<file path="src/rtl/uart_rx.sv">
`timescale 1ns/1ps
// uart_rx -- 8N1 UART byte receiver, LSB first, one sample at mid-bit.
//
// Turns the raw asynchronous rx pin into a one-cycle rx_valid strobe plus a
// held rx_data byte for the downstream command logic. The pin is brought into
// the clk domain with a two-flop synchronizer. Every decision uses only the
// synchronized copy, rx_s.
//
// Parameters
//   CLKS_PER_BIT  clk cycles per UART bit (>= 4)
//
// Ports
//   clk        in   system clock, all logic on posedge
//   rst_n      in   asynchronous active-low reset
//   rx         in   asynchronous serial input, idle high
//   rx_valid   out  one-cycle pulse: rx_data holds a new good byte
//   rx_data    out  last good byte, held until the next good byte
//   frame_err  out  one-cycle pulse: stop bit sampled low, byte dropped
//   rx_busy    out  high while a frame is in progress
module uart_rx #(
  parameter int CLKS_PER_BIT = 104
) (
  input  logic       clk,
  input  logic       rst_n,
  input  logic       rx,
  output logic       rx_valid,
  output logic [7:0] rx_data,
  output logic       frame_err,
  output logic       rx_busy
);

  localparam int CW = $clog2(CLKS_PER_BIT);
  localparam logic [CW-1:0] HALF = CW'((CLKS_PER_BIT - 1) / 2);
  localparam logic [CW-1:0] LAST = CW'(CLKS_PER_BIT - 1);

  typedef enum logic [2:0] {
    IDLE,
    START,
    DATA,
    STOP,
    BREAK
  } state_t;

  // Synchronizer flops. They preset to 1 so reset looks like an idle line.
  logic          sync1_reg, sync2_reg;
  logic          rx_s;

  state_t        state_reg, state_next;
  logic [CW-1:0] cnt_reg, cnt_next;
  logic [2:0]    idx_reg, idx_next;
  logic [7:0]    shift_reg, shift_next;
  logic [7:0]    data_reg, data_next;
  logic          valid_reg, valid_next;
  logic          ferr_reg, ferr_next;
  logic          busy_reg;

  assign rx_s = sync2_reg;

  always_ff @(posedge clk or negedge rst_n) begin
    if (!rst_n) begin
      sync1_reg <= 1'b1;
      sync2_reg <= 1'b1;
    end else begin
      sync1_reg <= rx;
      sync2_reg <= sync1_reg;
    end
  end

  always_comb begin
    state_next = state_reg;
    cnt_next   = cnt_reg;
    idx_next   = idx_reg;
    shift_next = shift_reg;
    data_next  = data_reg;
    valid_next = 1'b0;
    ferr_next  = 1'b0;

    case (state_reg)
      IDLE: begin
        cnt_next = '0;
        idx_next = '0;
        if (!rx_s) begin
          state_next = START;
        end
      end

      // Wait to mid start bit and confirm the line is still low. A line that
      // is high again here was only a glitch.
      START: begin
        if (cnt_reg == HALF) begin
          cnt_next = '0;
          if (!rx_s) begin
            state_next = DATA;
            idx_next   = '0;
          end else begin
            state_next = IDLE;
          end
        end else begin
          cnt_next = cnt_reg + 1'b1;
        end
      end

      // START ends at mid start bit. Each full bit period from that point
      // therefore lands at mid data bit.
      DATA: begin
        if (cnt_reg == LAST) begin
          cnt_next   = '0;
          shift_next = {rx_s, shift_reg[7:1]};
          if (idx_reg == 3'd7) begin
            state_next = STOP;
          end else begin
            idx_next = idx_reg + 3'd1;
          end
        end else begin
          cnt_next = cnt_reg + 1'b1;
        end
      end

      // The frame closes at mid stop bit. This leaves half a bit to catch a
      // start bit that follows with no idle gap.
      STOP: begin
        if (cnt_reg == LAST) begin
          cnt_next = '0;
          if (rx_s) begin
            data_next  = shift_reg;
            valid_next = 1'b1;
            state_next = IDLE;
          end else begin
            ferr_next  = 1'b1;
            state_next = BREAK;
          end
        end else begin
          cnt_next = cnt_reg + 1'b1;
        end
      end

      // Hold off until the line returns high. A break condition then
      // produces no spurious bytes.
      BREAK: begin
        cnt_next = '0;
        if (rx_s) begin
          state_next = IDLE;
        end
      end

      default: begin
        state_next = IDLE;
        cnt_next   = '0;
      end
    endcase
  end

  always_ff @(posedge clk or negedge rst_n) begin
    if (!rst_n) begin
      state_reg <= IDLE;
      cnt_reg   <= '0;
      idx_reg   <= '0;
      shift_reg <= '0;
      data_reg  <= '0;
      valid_reg <= 1'b0;
      ferr_reg  <= 1'b0;
      busy_reg  <= 1'b0;
    end else begin
      state_reg <= state_next;
      cnt_reg   <= cnt_next;
      idx_reg   <= idx_next;
      shift_reg <= shift_next;
      data_reg  <= data_next;
      valid_reg <= valid_next;
      ferr_reg  <= ferr_next;
      // busy_reg is driven from the next state so that it tracks
      // (state != IDLE) on the same cycle as the state register.
      busy_reg  <= (state_next != IDLE);
    end
  end

  assign rx_valid  = valid_reg;
  assign rx_data   = data_reg;
  assign frame_err = ferr_reg;
  assign rx_busy   = busy_reg;

endmodule
</file>
<file path="config.mk">
export PLATFORM = sky130hd
export DESIGN_NAME = uart_rx
export DESIGN_NICKNAME = d
export VERILOG_FILES = /design/src/rtl/uart_rx.sv
export SDC_FILE = /design/constraint.sdc
export NUM_CORES = 1
export LEC_CHECK = 0
export CAP_MARGIN = 20
export CELL_PAD_IN_SITES_DETAIL_PLACEMENT = 1
export CELL_PAD_IN_SITES_GLOBAL_PLACEMENT = 2
export CORE_MARGIN = 4
export CORE_UTILIZATION = 25
export CTS_CLUSTER_SIZE = 24
export DETAILED_ROUTE_END_ITERATION = 10
export GPL_ROUTABILITY_DRIVEN = 0
export HOLD_SLACK_MARGIN = 0.05
export PLACE_DENSITY_LB_ADDON = 0.1
export SYNTH_ARGS = -nofsm -noshare
export SYNTH_HDL_FRONTEND = slang
export SYNTH_SLANG_ARGS = --single-unit
</file>
<file path="constraint.sdc">
create_clock -name clk -period 4.1 [get_ports clk]
set_clock_uncertainty 0.15 [all_clocks]
set_input_delay 0.615 -clock clk [delete_from_list [all_inputs] [get_ports clk]]
set_output_delay 0.615 -clock clk [all_outputs]
set_load 0.03 [all_outputs]
</file>
=== After elaboration in Yosys (flattened, before gate mapping) ===
Index checks and enable logic that the tools add are counted.

* Bits in registers: 34
* Latch bits: 0
* Memory bits (writable): 0
* Memory bits (read-only): 0
* Input port bits: 3
* Memories kept: 0

* $add $sub $neg: 2
* Multipliers: 0
* Div/mod/pow operators: 0
* Magnitude comparators: 0
* Equality and inequality tests: 11
* Shift-type cells: 0
* Multiplexer cells: 23
* Bitwise operators: 0
* Reduce and logical (&&, ||, !) cells: 7

{| class="wikitable"
|+ Operators by type and width
! kind !! number
|-
| $mux W3 || 11
|-
| $pmux W3 S5 || 1
|-
| $mux W7 || 2
|-
| $pmux W7 S2 || 1
|-
| $pmux W3 S3 || 1
|-
| $ne A2 B2 Y1 const B || 4
|-
| $add A7 B1 Y7 const B || 1
|-
| $eq A7 B6 Y1 const B || 1
|-
| $eq A7 B7 Y1 const B || 1
|-
| $eq A3 B2 Y1 const B || 2
|-
| $eq A3 B3 Y1 const B || 2
|-
| $mux W1 || 6
|-
| $reduce_bool A3 Y1 || 2
|-
| $reduce_and A5 Y1 || 1
|-
| $add A3 B1 Y3 const B || 1
|-
| $eq A3 B1 Y1 const B || 1
|-
| $logic_not A3 Y1 || 1
|-
| $reduce_and A3 Y1 || 1
|-
| $mux W2 || 1
|-
| $reduce_and A2 Y1 || 1
|-
| $reduce_or A2 Y1 || 1
|}

=== Longest topological paths before layout ===
* Depth in word-level cells: 5
* Depth in mapped cells: 5

=== Worst setup path before layout ===
Ideal clock, no wire load.

* Path kind: register -> register
* Start point: register cnt_reg[0]
* End point: register shift_reg[0]
* Setup time: 0.125 ns
* Data arrival time: 1.621 ns
* Data required time: 3.825 ns
* Setup slack: 2.205 ns
* Cell stages (with the launch flop): 5
* Buffers on the path: 0
* Clock period less this slack: 1.895 ns
* Cell sequence: dfrtp_1 ha_1 nand3b_4 nor4_4 mux2_2

* Cells in the longest elaborated chain, start to end: 2

{| class="wikitable"
|+ Ends and longest elaborated chain
! what !! RTL line !! source
|-
| start: declaration || 49 || <nowiki>logic [CW-1:0] cnt_reg, cnt_next;</nowiki>
|-
| start signal: assignment || 165 || <nowiki>cnt_reg <= cnt_next;</nowiki>
|-
| $eq A7 B7 Y1 || 106 || <nowiki>if (cnt_reg == LAST) begin</nowiki>
|-
| $reduce_and A2 Y1 (no line) || - ||
|-
| end signal: assignment || 167 || <nowiki>shift_reg <= shift_next;</nowiki>
|-
| end: declaration || 51 || <nowiki>logic [7:0] shift_reg, shift_next;</nowiki>
|}

Every way passes these cells.
A chain may end at the register's enable or synchronous reset.

=== Worst setup path in the final report ===
* Start point: register cnt_reg[0]
* End point: register shift_reg[6]

Same word-level chain as after synthesis.

==> results.json <==
{
  "coreArea_sq_um": 5640,
  "syn_area_per_cell_sq_um": 13.9,
  "nets": 133,
  "slowest_stage": "nor4_4",
  "status": "complete, no violations",
  "dp.cells": 192,
  "dp_hpwl_mm": 2.06,
  "num-fill-cells": 594,
  "antenna_left": 0,
  "antenna_cells": 0,
  "synth_cells": 107,
  "fin_crit_sh_pct": 52.7,
  "ys_top_cells_by_area": "dfrtp_1 54%, mux2_2 13%, dfstp_2 3.5%",
  "p_leak_nw": 0.862,
  "grt_setup_unrepaired": "no",
  "grt_pass1_wl_mm": 5.02,
  "seqPwrFrac_pct": 55.9,
  "rr_startpoint": "cnt_reg[0]",
  "grt_max_degree": 35,
  "first_global_vias": 975,
  "cts_tree": "done",
  "ctsLongestPathBuffers": 2,
  "drive_above_1_share_pct": 28.1,
  "final_cells": 200,
  "drt_wl_total_mm": 2.96,
  "worst-setup-path-type": "reg2reg",
  "drtIter0Drc": 24,
  "dieArea_sq_um": 7230,
  "cts.sinks": 34,
  "area_growth_pct": 21.0,
  "ys_types": 36,
  "finalCriticalPeriod_ps": 2160,
  "yosys.area.top_type": "dfrtp_1",
  "post_drt_wl_per_cell_microns": 14.8,
  "swShare_pct": 21.6,
  "die_x_microns": 85.0,
  "hp-start": "sync1_reg",
  "grt_use_total_pct": 9.11,
  "antenna_found_initial": 0,
  "setup_viol": 0,
  "slowest_delay_ps": 660,
  "synth_common_cells": "32 x dfrtp_1, 17 x mux2_2, 7 x nor2_1",
  "vias_per_cell": 4.44,
  "slew_headroom_pct": 54.2,
  "internal-power_uw": 474,
  "hold_buffers": 0,
  "drc": 0,
  "fmax_mhz": 463,
  "post_cts_buffers": 0,
  "cap_viol_max_count": 0,
  "drv_slew": 0,
  "finalHoldViolCount": 0,
  "post-route-util_pct": 31.8,
  "core.rowCount": 27,
  "ioPinCount": 14,
  "end_kind": "register",
  "synth_edf_count": 0,
  "path_cells": "ha_1 > nand3b_4 > nor4_4 > mux2_2",
  "worst_pin_slew_ps": 682,
  "power_density_nw_per_um2": 337,
  "fp.dieH_microns": 85.0,
  "cts_resized": 0,
  "synth_seq_cells": 34,
  "grt.overflow.total": 0,
  "finalSetupTns_ps": 0,
  "yosysMostFrequentCell": "dfrtp_1",
  "start_util_pct": 26.3,
  "net-switching-power_uw": 131,
  "netlist.area_leader.share_pct": 54.0,
  "async_reset_ff_share_pct": 100,
  "h-tree-depth": 2,
  "cts_buffers": 5,
  "critical_path_required_ps": 4120,
  "first_pass_iters": 4,
  "critPathArrivalTime_ps": 2180,
  "syn_nets": 113,
  "p_comb_share_pct": 1.5,
  "crit_path_max_fanout": 9,
  "clk_latency_ps": 290,
  "critPathLaunch": "cnt_reg[0]",
  "port_buffers": 13,
  "yosysSeqAreaShare_pct": 57.5,
  "path_clk_slew_ps": 70,
  "vdd_ir_drop_max_v": 0.000126,
  "hold_class": "reg2reg",
  "clk_root_buffer_cell": "clkbuf_8",
  "vias": 888,
  "p_clk_share_pct": 42.6,
  "synth_flop_cell": "dfrtp_1",
  "crit_path_start_kind": "register",
  "netlist_area_sq_um": 1480,
  "synth.yosys.warnings": 0
}
==> per-stage QoR <==
stage | total power [mW] | setup WS [ps] | area, sq um | hold WS, ps
after floorplan | 0.344 | 2200 | 1480 | 169
after global placement | 0.354 | 1940 | 1700 | 198
after detailed placement | 0.355 | 1890 | 1700 | 199
after CTS | 0.623 | 1880 | 1800 | 210
after global routing | 0.639 | 1740 | 1800 | 213
final | 0.605 | 1940 | 1800 | 208
==> critical path: cells and delay by family, from the launching register on <==
kind,cells,cell delay (ps)
adders and majority gates,1,290
DFF,1,370
and+or+nand+nor,2,830
muxes,1,410
==> cells by family after synthesis <==
logic type | share of synthesized area [%]
buffers and inverters | 1.77
multiplexers | 12.9
flip-flops | 57.5
AND/OR/NAND/NOR | 15.3
XOR/XNOR | 2.95
AO/OA/AOI/OAI | 7.00
adder cells (fa/ha/maj) | 2.53
==> power groups by stage <==
stage	logic (mW)	clock network (mW)	registers (mW)
floorplan	0.000193	0	0.344
global placement	0.00976	0	0.344
detailed placement	0.0102	0	0.344
CTS	0.0101	0.275	0.338
global route	0.0113	0.290	0.338
finish	0.00918	0.258	0.338
==> layout make-up <==
cell class              count  area (sq um)  area share, %
clock inverters             2          12.5          0.697
repair buffers             14           138           7.67
clock buffers               6          82.6           4.60
multi-input cells          68           604           33.7
well taps                  72          90.1           5.02
flip-flops and latches     34           853           47.5
inverters                   4          15.0          0.836
==> placed cells by master, fill, tap and decap left out, drive strengths merged, types with 2 or more instances in the layout <==
cell / synthesis / final
xnor2: 3 / 3
nand3b: 3 / 3
nor2: 7 / 7
nor3b: 2 / 2
and3b: 2 / 2
nand3: 3 / 3
clkbuf: 0 / 6
mux2: 17 / 17
xor2: 2 / 2
nor3: 2 / 2
a22o: 2 / 2
inv: 4 / 4
dfstp: 2 / 2
clkdlybuf4s50: 0 / 13
nand2: 2 / 2
nor4: 3 / 3
ha: 3 / 3
dfrtp: 32 / 32
==> path summary, 6_finish.rpt <==
kind	slack [ps]	cells after the start	endpoint
max	1940	4	shift_reg[6]
min	210	0	rx_s
max reg2reg	1940	4	shift_reg[6]
min reg2reg	210	0	rx_s
max in group asynchronous	2870	2	rx_s
min in group asynchronous	590	2	state_reg[2]
==> per-layer routing <==
layer	track usage [%]	share of wire, %
met4	4.32	2.2
met1	11.2	46
met5	0	0
met3	3.50	3.6
met2	14.1	48
(Power assumes the default switching activity.)
